--- config.mk ---
export PLATFORM = sky130hd
export DESIGN_NAME = thor2023_icache_fill
export DESIGN_NICKNAME = d
export VERILOG_FILES = /design/src/rtl/thor2023_icache_fill.sv
export SDC_FILE = /design/constraint.sdc
export NUM_CORES = 1
export LEC_CHECK = 0
export CAP_MARGIN = 0
export CORE_AREA = 2 2 317 319
export DETAILED_ROUTE_END_ITERATION = 7
export DIE_AREA = 0 0 319 321
export GPL_ROUTABILITY_DRIVEN = 0
export SLEW_MARGIN = 20
export SYNTH_ARGS = -nofsm -noshare
export SYNTH_HDL_FRONTEND = slang
export SYNTH_SLANG_ARGS = --single-unit
--- constraint.sdc ---
create_clock -name clk -period 3.3 [get_ports clk]
set_input_delay 0.66 -clock clk [delete_from_list [all_inputs] [get_ports clk]]
set_output_delay 0.66 -clock clk [all_outputs]
set_load 0.005 [all_outputs]
--- src/rtl/thor2023_icache_fill.sv ---
// Instruction-cache line fill engine: bursts a line over the wishbone command bus, retries on rty/timeout,
// aborts on a foreign snoop. Define THOR2023_ICACHE_FILL_RR_EN for round-robin victim selection (default: LFSR).
package thor2023_icache_fill_pkg;
  typedef logic [31:0] wb_address_t;
  typedef enum logic [3:0] {CMD_NONE, CMD_LOAD, CMD_STORE, CMD_ICACHE_LOAD} wb_cmd_t;
  typedef enum logic [1:0] {LINEAR, WRAP4, WRAP8, WRAP16} wb_bte_t;
  typedef enum logic [2:0] {CLASSIC, FIXED, INCR, EOB = 3'd7} wb_cti_t;
  typedef enum logic [3:0] {NON_CACHEABLE = 4'd0, CACHEABLE = 4'd15} wb_cache_t;
  typedef enum logic [3:0] {DATA = 4'd0, STACK = 4'd1, CODE = 4'd2} wb_seg_t;

  typedef struct packed {
    wb_cmd_t      cmd;
    logic [5:0]   blen;
    wb_bte_t      bte;
    wb_cti_t      cti;
    logic [3:0]   cid;
    logic [7:0]   tid;
    logic [3:0]   pri;
    wb_cache_t    cache;
    wb_seg_t      seg;
    logic         cyc;
    logic         stb;
    logic         we;
    logic [15:0]  sel;
    wb_address_t  vadr;
    wb_address_t  padr;
    logic [127:0] dat;
  } wb_cmd_request128_t;

  typedef struct packed {
    logic         ack;
    logic         rty;
    logic         next;
    wb_address_t  adr;
    logic [127:0] dat;
  } wb_cmd_response128_t;
endpackage

module thor2023_icache_fill
  import thor2023_icache_fill_pkg::*;
#(
  parameter int         WAYS    = 4,
  parameter int         BEATS   = 2,
  parameter logic [3:0] CID     = 4'd2,
  parameter int         CORENO  = 1,
  parameter int         TO_BITS = 5
) (
  input  logic                       clk,
  input  logic                       rst,
  output wb_cmd_request128_t         wbm_req,
  input  wb_cmd_response128_t        wbm_resp,
  input  logic                       hit,
  input  wb_address_t                miss_adr,
  input  wb_address_t                snoop_adr,
  input  logic                       snoop_v,
  input  logic [3:0]                 snoop_cid,
  output logic                       wr_ic,
  output logic [$clog2(WAYS)-1:0]    way,
  output wb_address_t                line_vtag,
  output wb_address_t                line_ptag,
  output logic [BEATS*128-1:0]       line_data,
  output logic [BEATS-1:0]           line_v,
  output logic                       busy
);
  localparam int LOG_BEATS = $clog2(BEATS);
  localparam int LOG_LINE  = $clog2(BEATS*16);
  localparam int WAYW      = $clog2(WAYS);
  localparam int IDX_HI    = 12;  // set index lives between the line offset and the 4 KiB page boundary
  localparam wb_address_t LINE_MASK = ~wb_address_t'(BEATS*16-1);
  localparam logic [LOG_BEATS:0] LAST_NXT = (LOG_BEATS+1)'(BEATS-1);

  typedef enum logic [2:0] {IDLE, REQ, WAIT, BACKOFF, WRITE, SETTLE1, SETTLE2} state_t;

  state_t               state;
  logic [16:0]          lfsr;
  logic [2:0]           seq;
  logic [TO_BITS-1:0]   to_cnt;
  logic [LOG_BEATS:0]   nxt_cnt;
  logic [LOG_BEATS-1:0] beat;
  logic                 snoop_hit;
  logic                 unused_bits;
`ifdef THOR2023_ICACHE_FILL_RR_EN
  logic [WAYW-1:0]      rr_ptr;
`endif

  assign beat      = wbm_resp.adr[4 +: LOG_BEATS];
  assign snoop_hit = snoop_v && (snoop_cid != CID) && (state != IDLE) &&
                     (snoop_adr[IDX_HI-1:LOG_LINE] == miss_adr[IDX_HI-1:LOG_LINE]);
  assign busy      = (state != IDLE);
  assign unused_bits = ^{wbm_resp.adr, snoop_adr};

  always_ff @(posedge clk) begin
    if (rst) begin
      state         <= IDLE;
      wbm_req       <= '0;
      wbm_req.pri   <= 4'h7;
      wbm_req.cid   <= 4'd7;
      wbm_req.cache <= CACHEABLE;
      wbm_req.seg   <= CODE;
      wbm_req.bte   <= LINEAR;
      wbm_req.cti   <= CLASSIC;
      wr_ic         <= 1'b0;
      way           <= '0;
      line_v        <= '0;
      line_data     <= '0;
      line_vtag     <= '0;
      line_ptag     <= '0;
      seq           <= '0;
      to_cnt        <= '0;
      nxt_cnt       <= '0;
      lfsr          <= 17'h1;
`ifdef THOR2023_ICACHE_FILL_RR_EN
      rr_ptr        <= '0;
`endif
    end else begin
      lfsr  <= {lfsr[15:0], lfsr[16] ^ lfsr[13]};
      wr_ic <= 1'b0;
      if (snoop_hit) begin
        // another agent touched this set mid-fill: drop everything, nothing is written
        wbm_req.cyc <= 1'b0;
        wbm_req.stb <= 1'b0;
        wbm_req.sel <= '0;
        line_v      <= '0;
        state       <= IDLE;
      end else begin
        case (state)
          IDLE: if (!hit) state <= REQ;
          REQ: begin
            wbm_req.cyc  <= 1'b1;
            wbm_req.stb  <= 1'b1;
            wbm_req.we   <= 1'b0;
            wbm_req.sel  <= 16'hFFFF;
            wbm_req.cmd  <= CMD_ICACHE_LOAD;
            wbm_req.blen <= 6'(BEATS-1);
            wbm_req.vadr <= miss_adr & LINE_MASK;
            wbm_req.padr <= miss_adr & LINE_MASK;
            wbm_req.tid  <= {4'(CORENO), 1'b0, seq};
            seq          <= seq + 3'd1;
            line_v       <= '0;
            to_cnt       <= '0;
            nxt_cnt      <= '0;
            state        <= WAIT;
          end
          WAIT: begin
            if (wbm_resp.rty) begin
              wbm_req.cyc <= 1'b0;
              wbm_req.stb <= 1'b0;
              wbm_req.sel <= '0;
              line_v      <= '0;
              state       <= BACKOFF;
            end else if (&line_v) begin
              wbm_req.cyc <= 1'b0;
              wbm_req.stb <= 1'b0;
              wbm_req.sel <= '0;
              state       <= WRITE;
            end else begin
              if (wbm_resp.ack) begin
                line_data[{beat, 7'd0} +: 128] <= wbm_resp.dat;
                line_v[beat] <= 1'b1;
                to_cnt       <= '0;
              end else if (&to_cnt) begin
                wbm_req.cyc <= 1'b0;
                wbm_req.stb <= 1'b0;
                wbm_req.sel <= '0;
                state       <= BACKOFF;
              end else begin
                to_cnt <= to_cnt + TO_BITS'(1);
              end
              if (wbm_resp.next && nxt_cnt < LAST_NXT) begin
                if (nxt_cnt == '0) begin
                  line_vtag <= wbm_req.vadr & LINE_MASK;
                  line_ptag <= wbm_req.padr & LINE_MASK;
                end
                wbm_req.vadr <= wbm_req.vadr + 32'd16;
                wbm_req.padr <= wbm_req.padr + 32'd16;
                nxt_cnt      <= nxt_cnt + (LOG_BEATS+1)'(1);
              end
            end
          end
          BACKOFF: if (lfsr[4:2] == 3'b111) state <= REQ;
          WRITE: begin
            wr_ic <= &line_v;
`ifdef THOR2023_ICACHE_FILL_RR_EN
            way    <= rr_ptr;
            rr_ptr <= rr_ptr + WAYW'(1);
`else
            way    <= lfsr[WAYW-1:0];
`endif
            state  <= SETTLE1;
          end
          SETTLE1: if (!wbm_resp.ack) state <= SETTLE2;
          SETTLE2: state <= IDLE;
          default: state <= IDLE;
        endcase
      end
    end
  end
endmodule

== Yosys cells after proc, flatten, opt, wreduce, memory -nomap -nowiden ==
Cells that the tools add are included.

* Bits in registers: 433
* Input port bits: 235
* Output and inout port bits: 576
* Word-level logic and storage cells: 114

* $add $sub $neg: 6
* $lt $le $gt $ge: 3
* Eq/ne operators: 19
* Shifts and indexed selects: 2
* Mux-type cells: 37
* Bitwise operators: 6
* Reductions and logical operators: 22

{| class="wikitable"
|+ Operator list
! cell !! number
|-
| $bwmux 256 || 1
|-
| $shift 128x10->256 const A || 1
|-
| $shiftx 128x10->256 || 1
|-
| $mux 64 || 3
|-
| $pmux 80 s2 || 1
|-
| $add 32x5->32 const B || 2
|-
| $mux 16 || 4
|-
| $reduce_and 5->1 || 5
|-
| $mux 3 || 7
|-
| $mux 2 || 10
|-
| $mux 5 || 4
|-
| $pmux 3 s6 || 1
|-
| $ne 2x2->1 const B || 6
|-
| $pmux 2 s2 || 3
|-
| $neg 8->10 || 1
|-
| $pmux 5 s2 || 1
|-
| $eq 3x3->1 const B || 3
|-
| $ne 3x3->1 const B || 3
|-
| $ne 4x4->1 const B || 2
|-
| $eq 7x7->1 || 1
|-
| $eq 3x2->1 const B || 2
|-
| $reduce_and 2->1 || 3
|-
| $reduce_and 3->1 || 2
|-
| $reduce_and 6->1 || 1
|-
| 20 further kinds || 27
|}

== Logic depth before layout (Yosys ltp) ==
Gate-level depths: netlist of run 1.

* Depth in word-level cells: 9
* Mapped depth: 9
* Depth with buffers taken out: 8

== Worst setup path before layout of run 1 ==
No wires, ideal clock.

* Path type: in2reg
* Start: input port snoop_cid[0]
* End: register line_data[80]
* Data arrival time: 2.408 ns
* Required time: 3.168 ns
* Setup slack: 0.760 ns
* Stages on the path: 8
* Path buffers: 3
* Path through: or4b_1 > and4_1 > buf_2 > a311o_1 > clkbuf_1 > clkbuf_1 > o21ai_0 > a21oi_1

* Word-level cells in the longest chain between the ends: 6

{| class="wikitable"
|+ Ends and longest elaborated chain
! item !! RTL line !! text
|-
| from (decl) || 56 || <nowiki>input logic [3:0] snoop_cid,</nowiki>
|-
| $ne 4x2->1 || 87 || <nowiki>assign snoop_hit = snoop_v && (snoop_cid != CID) && (state != IDLE) &&</nowiki>
|-
| $logic_and 1x1->1 (3 in a row) || 87 ||
|-
| $not 1->1 (no source line) || - ||
|-
| $reduce_and 5->1 (no source line) || - ||
|-
| to (signal, indexed assignment) || 158 || <nowiki>line_data[{beat, 7'd0} +: 128] <= wbm_resp.dat;</nowiki>
|-
| to (decl) || 61 || <nowiki>output logic [BEATS*128-1:0] line_data,</nowiki>
|}

No other way between the ends.
A chain may end at the register's enable or synchronous reset.

== Worst setup path after layout of run 1 ==
* Start: register state[2]
* End: output port busy

* Word-level cells in the longest chain between the ends: 1

{| class="wikitable"
|+ Ends and longest elaborated chain
! item !! RTL line !! text
|-
| from (decl) || 74 || <nowiki>state_t state;</nowiki>
|-
| from (signal assigned) || 94 || <nowiki>state <= IDLE;</nowiki>
|-
| from (signal assigned) || 124 || <nowiki>state <= IDLE;</nowiki>
|-
| from (signal assigned) || 127 || <nowiki>IDLE: if (!hit) state <= REQ;</nowiki>
|-
| $reduce_bool 3->1 || 89 || <nowiki>assign busy = (state != IDLE);</nowiki>
|-
| to (decl) || 63 || <nowiki>output logic busy</nowiki>
|}

No other way between the ends.

==> run_results.csv, run 1 <==
group,metric,value,unit
detailed_routing,first_iter_violations,1705,
final_layout,nNetsFinal,3016,
setup_path,critPathMaxFanout,12,
setup_path,cpMaxStageDelayCell,"or3_1",
final_layout,area_delta_synth_final,47.3,%
synthesis,synth-simple-area-share,0.189,
synthesis,synth_seq_cells,406,
clock_tree,clock_latency,0.64,ns
sta,fin_hold_ws,0.349,ns
clock_tree,cts.repair.resized,0,
power_and_ir_drop,powerDensity,506,nW/um^2
die,core_area,99300,sq um
global_route,grt_overflow,0,
die,initial_utilization,0.182,
clock_tree,cts_setup_buffers,0,
synthesis,avgSynthCellArea,7.93,sq um
sta,max_freq,0.363,GHz
sta,setup_ws,0.543,ns
final_layout,stdcell_area,26600,sq um
setup_path,cp-end-kind,"output pin",
setup_path,worst_ep_arrival_time,2.10,ns
final_layout,finalNonFillerCells,4112,
sta,timing.final.crit_period,2.76,ns
detailed_routing,firstDrtPassIters,5,
power_and_ir_drop,leakage,8.88,nW
detailed_routing,wirelength,77600,microns
clock_tree,cts_max_path_buffers,3,
synthesis,syn_inst,2278,
sta,post-route-period-util,0.835,
final_layout,final_cell_mix,"clkdlybuf4s50_1, nand2_1, dfxtp_1",
global_route,grt_pass1_vias,16600,
final_layout,drive_gt1_frac,0.0708,
sta,fin_tns_setup,0,ns
sta,setup_violations,0,
final_layout,layout_commonest_cell,"clkdlybuf4s50_1",
setup_path,cp-start-kind,"flop",
placed_design,pre_cts_ws,0.120,ns
power_and_ir_drop,finalPower,13.5,mW
detailed_routing,via_per_inst,4.41,
synthesis,synthMuxAreaShare,0.00173,
detailed_routing,drc,0,
die,die_y,321,microns
synthesis,yosys.cell_types.count,61,
synthesis,synth_enable_flop_cells,0,
detailed_routing,ant_nets,0,
final_layout,multi_input_area,8340,sq um
die,die_w,319,microns
power_and_ir_drop,ir_drop,0.366,mV
final_layout,register_area,8130,sq um
synthesis,synthTopCellsByArea,"dfxtp_1, a21oi_1, nand2_1, buf_4, nand3_1",
clock_tree,cts_root_buffer,"clkbuf_16",
synthesis,ys_seq_area_frac,0.450,
global_route,grt_pass1_wl,112000,microns
synthesis,syn_area,18100,sq um
setup_path,crit_chain,"or3_1 -> clkdlybuf4s50_1",
synthesis,synth-compound-area-share,0.221,
global_route,grt_max_degree,181,
placed_design,dpl_cell_area,24800,sq um
run_status,status,"complete, no violations",
synthesis,synth_ff_type,"dfxtp_1",
die,ios,811,
final_layout,fillers,10600,
sta,rsz0062_at_grt,"false",
synthesis,ys_async_sr_fraction,0,
job,cap_viol_max_count,0,
setup_path,crit_type,"flop to output pin",
sta,finalHoldViolations,0,
setup_path,required,2.64,ns
synthesis,synth.largest_area_cell,"dfxtp_1",
setup_path,crit_family,"simple AND/OR/NAND/NOR gates",
die,die_area,102000,sq um
die,std_cell_rows,116,
global_route,antenna_found_initial,12,
worst_hold_path,worstHoldPathType,"input port to flop",
clock_tree,clkTransAtPathRegs,0.06,ns
sta,drv_slew,0,
clock_tree,numCtsBuffers,50,
sta,slew_headroom,0.242,
synthesis,synth_top_family_by_area,"compound AO/OA/AOI/OAI gates",
placed_design,dpl.hpwl,56600,microns
synthesis,synth_top_area_frac,0.450,
clock_tree,cts.sinks,406,
setup_path,critPathBufInv,1,
clock_tree,hold_buffers,0,
synthesis,synth_xor_area_frac,0.00436,
detailed_routing,post_drt_wl_per_cell,18.9,microns
global_route,gr-usage-all-layers,0.143,
synthesis,ys_warn_count,0,
placed_design,io_buffer_count,570,
sta,skew,0.0521,ns
synthesis,synthAdderAreaFrac,0.00416,
clock_tree,cts_tree,"built",
placed_design,dpl.cell_count,4021,
setup_path,critPathMaxStageDelay,0.51,ns
sta,tightest_slew,1.14,ns
final_layout,post-route-util,0.268,
clock_tree,htree_levels,2,
detailed_routing,vias,18100,
==> worst reg2reg max path, cell delays in order (launching register included) <==
cell and delay [ns]:
dfxtp_1 0.44, or3_1 0.51, and2_1 0.32, a311o_2 0.48
buf_12 0.18, buf_4 0.23, o21ai_0 0.18, a21oi_1 0.10
==> metal layers <==
metal  track usage  vias to the layer above  share of wire
li1              -                     8574              -
met1         0.170                     8554           0.39
met2         0.229                      863           0.46
met3        0.0597                      152           0.11
met4        0.0556                        6          0.038
met5             0                        -        0.00057
==> synth_stat cells (5+ instances only) <==
library cell	count
a211o_1	6
a211oi_1	13
a21oi_1	370
a31o_2	6
a31oi_1	25
and2_1	10
and3_1	9
and4_1	11
buf_2	41
buf_4	200
clkbuf_1	151
dfxtp_1	406
ha_1	6
inv_1	13
nand2_1	429
nand2b_1	6
nand3_1	161
nand4_1	26
nor2_1	32
nor2b_1	20
nor3_1	13
nor4_1	12
o211ai_1	6
o21ai_0	146
o311ai_0	15
o31a_1	12
o31ai_1	48
o32ai_1	6
o41ai_1	5
or3_1	6
xnor2_1	9
==> state kept, by name, indices dropped and copies added (netlist names) <==
| register | flops |
|---|---|
| wbm_req | 61 |
| to_cnt | 5 |
| line_data | 256 |
| wr_ic | 1 |
| seq | 3 |
| lfsr | 17 |
| state | 3 |
| line_ptag | 27 |
| way | 2 |
| line_v | 2 |
| nxt_cnt | 2 |
| line_vtag | 27 |
==> power by group <==
| group | internal, mW | switching (mW) |
|---|---|---|
| Combinational | 0.966 | 1.21 |
| Sequential | 5.09 | 0.268 |
| Clock | 3.60 | 2.34 |
| Total | 9.65 | 3.82 |
==> layout make-up <==
cell class,count,area share
multi-input cells,1641,0.313
flip-flops and latches,406,0.305
repair buffers,663,0.252
well taps,1298,0.0610
clock buffers,71,0.0542
clock inverters,18,0.0124
inverters,13,0.00193
diodes,2,0.000188
==> logic make-up (layout without fill, tap and decap cells) <==
logic type	count (synthesis)	count (layout)
mux	3	3
other cells	2	181
fa+ha+maj	6	6
buf+inv	408	765
simple gates	753	753
compound gates	691	691
xor+xnor	9	9
flops	406	406
==> path summary, 6_finish.rpt <==
| kind | slack (ns) | from | depth (start not counted) | to |
|---|---|---|---|---|
| setup / recovery | 0.54 | state[2] | 2 | busy |
| hold / removal | 0.35 | rst | 2 | way[1] |
| setup reg to reg | 0.67 | state[2] | 7 | line_data[17] |
| hold reg to reg | 0.44 | lfsr[14] | 1 | lfsr[15] |
Note: power is estimated with default switching activity, not from simulation.
==> inputs of run 2 (changes only) <==
==> constraint.sdc (replaced) <==
create_clock -name clk -period 2.6 [get_ports clk]
set_input_delay 0.52 -clock clk [delete_from_list [all_inputs] [get_ports clk]]
set_output_delay 0.52 -clock clk [all_outputs]
set_load 0.005 [all_outputs]
==> run 2 against run 1 <==
Sequential power up 26%. Critical path type unchanged. Critical endpoint unchanged. Count of clock-buffer cells in the layout decreased by 7. Global-route usage rose by 0.11 points. Die area unchanged. Critical path depth did not move. First-iteration DRC count decreased by 13%. Via count rose by 1.1%. Combinational power up 37%. Highest routed layer unchanged.
==> run_results.csv, run 2 (synthesis gave the netlist of run 1 again) <==
group,metric,value,unit
setup_path,r2r_setup_slack,0.19,ns
worst_hold_path,min_path_cells,2,
detailed_routing,first_iter_violations,1489,
setup_path,crit_family,"buffers and inverters",
worst_hold_path,hold_path_end,"wbm_req[178]",
clock_tree,clock_latency,0.63,ns
detailed_routing,wirelength,78400,microns
global_route,antenna_found_initial,10,
detailed_routing,ant_nets,0,
setup_path,reg2reg_to,"line_data[159]",
job,cap_viol_max_count,0,
setup_path,critPathMaxFanout,12,
detailed_routing,drc,0,
power_and_ir_drop,powerDensity,634,nW/um^2
run_status,status,"complete, no violations",
sta,setup_violations,0,
sta,drv_slew,0,
final_layout,largest_register,"line_data",
die,die_w,319,microns
final_layout,layout_commonest_cell,"clkdlybuf4s50_1",
sta,skew,0.0335,ns
setup_path,crit_chain,"or3_4 -> clkdlybuf4s50_1",
die,std_cell_rows,116,
die,die_area,102000,sq um
setup_path,r2r-start,"state[0]",
sta,slew_headroom,0.386,
clock_tree,cts_setup_buffers,0,
placed_design,io_buffer_count,570,
clock_tree,hold_buffers,0,
global_route,gr-usage-all-layers,0.144,
placed_design,dpl.cell_count,4089,
die,ios,811,
clock_tree,htree_levels,2,
clock_tree,clkTransAtPathRegs,0.06,ns
final_layout,final_cell_mix,"clkdlybuf4s50_1, nand2_1, dfxtp_1",
setup_path,crit_type,"flop to output pin",
setup_path,required,2.08,ns
final_layout,drive_gt1_frac,0.0951,
final_layout,largest_reg_flops,256,
detailed_routing,firstDrtPassIters,5,
sta,post-route-period-util,0.950,
setup_path,cp-start-kind,"flop",
power_and_ir_drop,clock_power_share,0.435,
power_and_ir_drop,finalPower,17.2,mW
sta,rsz0062_at_grt,"false",
worst_hold_path,hp-start,"rst",
setup_path,crit_start,"state[0]",
global_route,grt_overflow,0,
detailed_routing,vias,18400,
worst_hold_path,worstHoldPathType,"input port to flop",
global_route,grt_max_degree,156,
placed_design,dpl.hpwl,57900,microns
clock_tree,numCtsBuffers,49,
power_and_ir_drop,ir_drop,0.395,mV
clock_tree,cts_tree,"built",
power_and_ir_drop,p_int,12.4,mW
setup_path,r2r_cells,8,
setup_path,critPathBufInv,1,
clock_tree,cts.repair.resized,0,
die,core_area,99300,sq um
sta,finalHoldViolations,0,
setup_path,worst_ep_arrival_time,1.95,ns
clock_tree,cts_max_path_buffers,3,
clock_tree,cts_root_buffer,"clkbuf_16",
final_layout,finalNonFillerCells,4182,
power_and_ir_drop,pwr-share-seq,0.391,
power_and_ir_drop,p_sw,4.84,mW
global_route,grt_pass1_wl,113000,microns
detailed_routing,via_per_inst,4.39,
die,die_y,321,microns
global_route,grt_pass1_vias,16900,
final_layout,area_delta_synth_final,50.4,%
setup_path,critPathMaxStageDelay,0.49,ns
setup_path,cp-end-kind,"output pin",
die,initial_utilization,0.182,
detailed_routing,post_drt_wl_per_cell,18.7,microns
final_layout,largestRegisters,"line_data: 256 flops, wbm_req: 61 flops",
setup_path,cpMaxStageDelayCell,"clkdlybuf4s50_1",
final_layout,nNetsFinal,3083,
sta,timing.final.crit_period,2.47,ns
power_and_ir_drop,pwr-share-comb,0.173,
clock_tree,cts.sinks,406,
power_and_ir_drop,swShare,0.281,
sta,max_freq,0.405,GHz
power_and_ir_drop,leakage,9.22,nW
sta,tightest_slew,0.921,ns
[run 2: worst max-delay path by stage]
stage	endpoint	slack (ns)	depth (start not counted)
global route	busy	0.01	2
detailed placement	line_data[154]	-0.46	9
finish	busy	0.13	2
global placement	line_data[159]	-0.43	9
floorplan	line_data[80]	0.20	8
CTS	wbm_req[210]	0.007	2
[run 2: metrics by stage]
stage	utilization	hold WS [ns]	worst slack, ns	area [sq um]	setup TNS (ns)
2_1_floorplan	-	0.414	0.200	18700	0
3_3_place_gp	0.256	0.419	-0.430	25400	-115.26
3_5_place_dp	0.256	0.427	-0.461	25400	-121.73
4_1_cts	0.273	0.231	0.00719	27100	0
5_1_grt	0.274	0.260	0.0119	27200	0
6_report	0.274	0.286	0.131	27200	0
[run 2: area by class of cell]
class	instances	area, sq um
tap	1298	1620
fill	10800	72100
sequential	406	8130
timing repair buffer	731	7250
clock buffer	64	1380
antenna	4	10.0
multi-input combinational	1641	8340
inverter	13	51.3
clock inverter	25	385
[run 2: worst register-to-register path, delay by kind of cell (launching register included)]
| kind | cells | cell delay (ns) |
|---|---|---|
| buffers and inverters | 3 | 0.67 |
| AO/OA/AOI/OAI | 2 | 0.52 |
| flip-flops | 1 | 0.42 |
| AND/OR/NAND/NOR | 3 | 0.74 |
[run 2: per-layer routing]
metal	wire (microns)	vias to the layer above	GRT usage
met1	32600	8715	0.180
li1	-	8729	-
met2	36300	767	0.234
met5	7	-	0
met3	6830	137	0.0468
met4	2630	2	0.0498
[run 2: power by group through the flow]
stage               Sequential, mW  Combinational, mW  Clock [mW]
global placement              6.87               2.96           0
global route                  6.77               3.23        7.96
detailed placement            6.87               2.97           0
finish                        6.74               2.99        7.50
CTS                           6.73               2.99        7.72
floorplan                     6.80               1.47           0
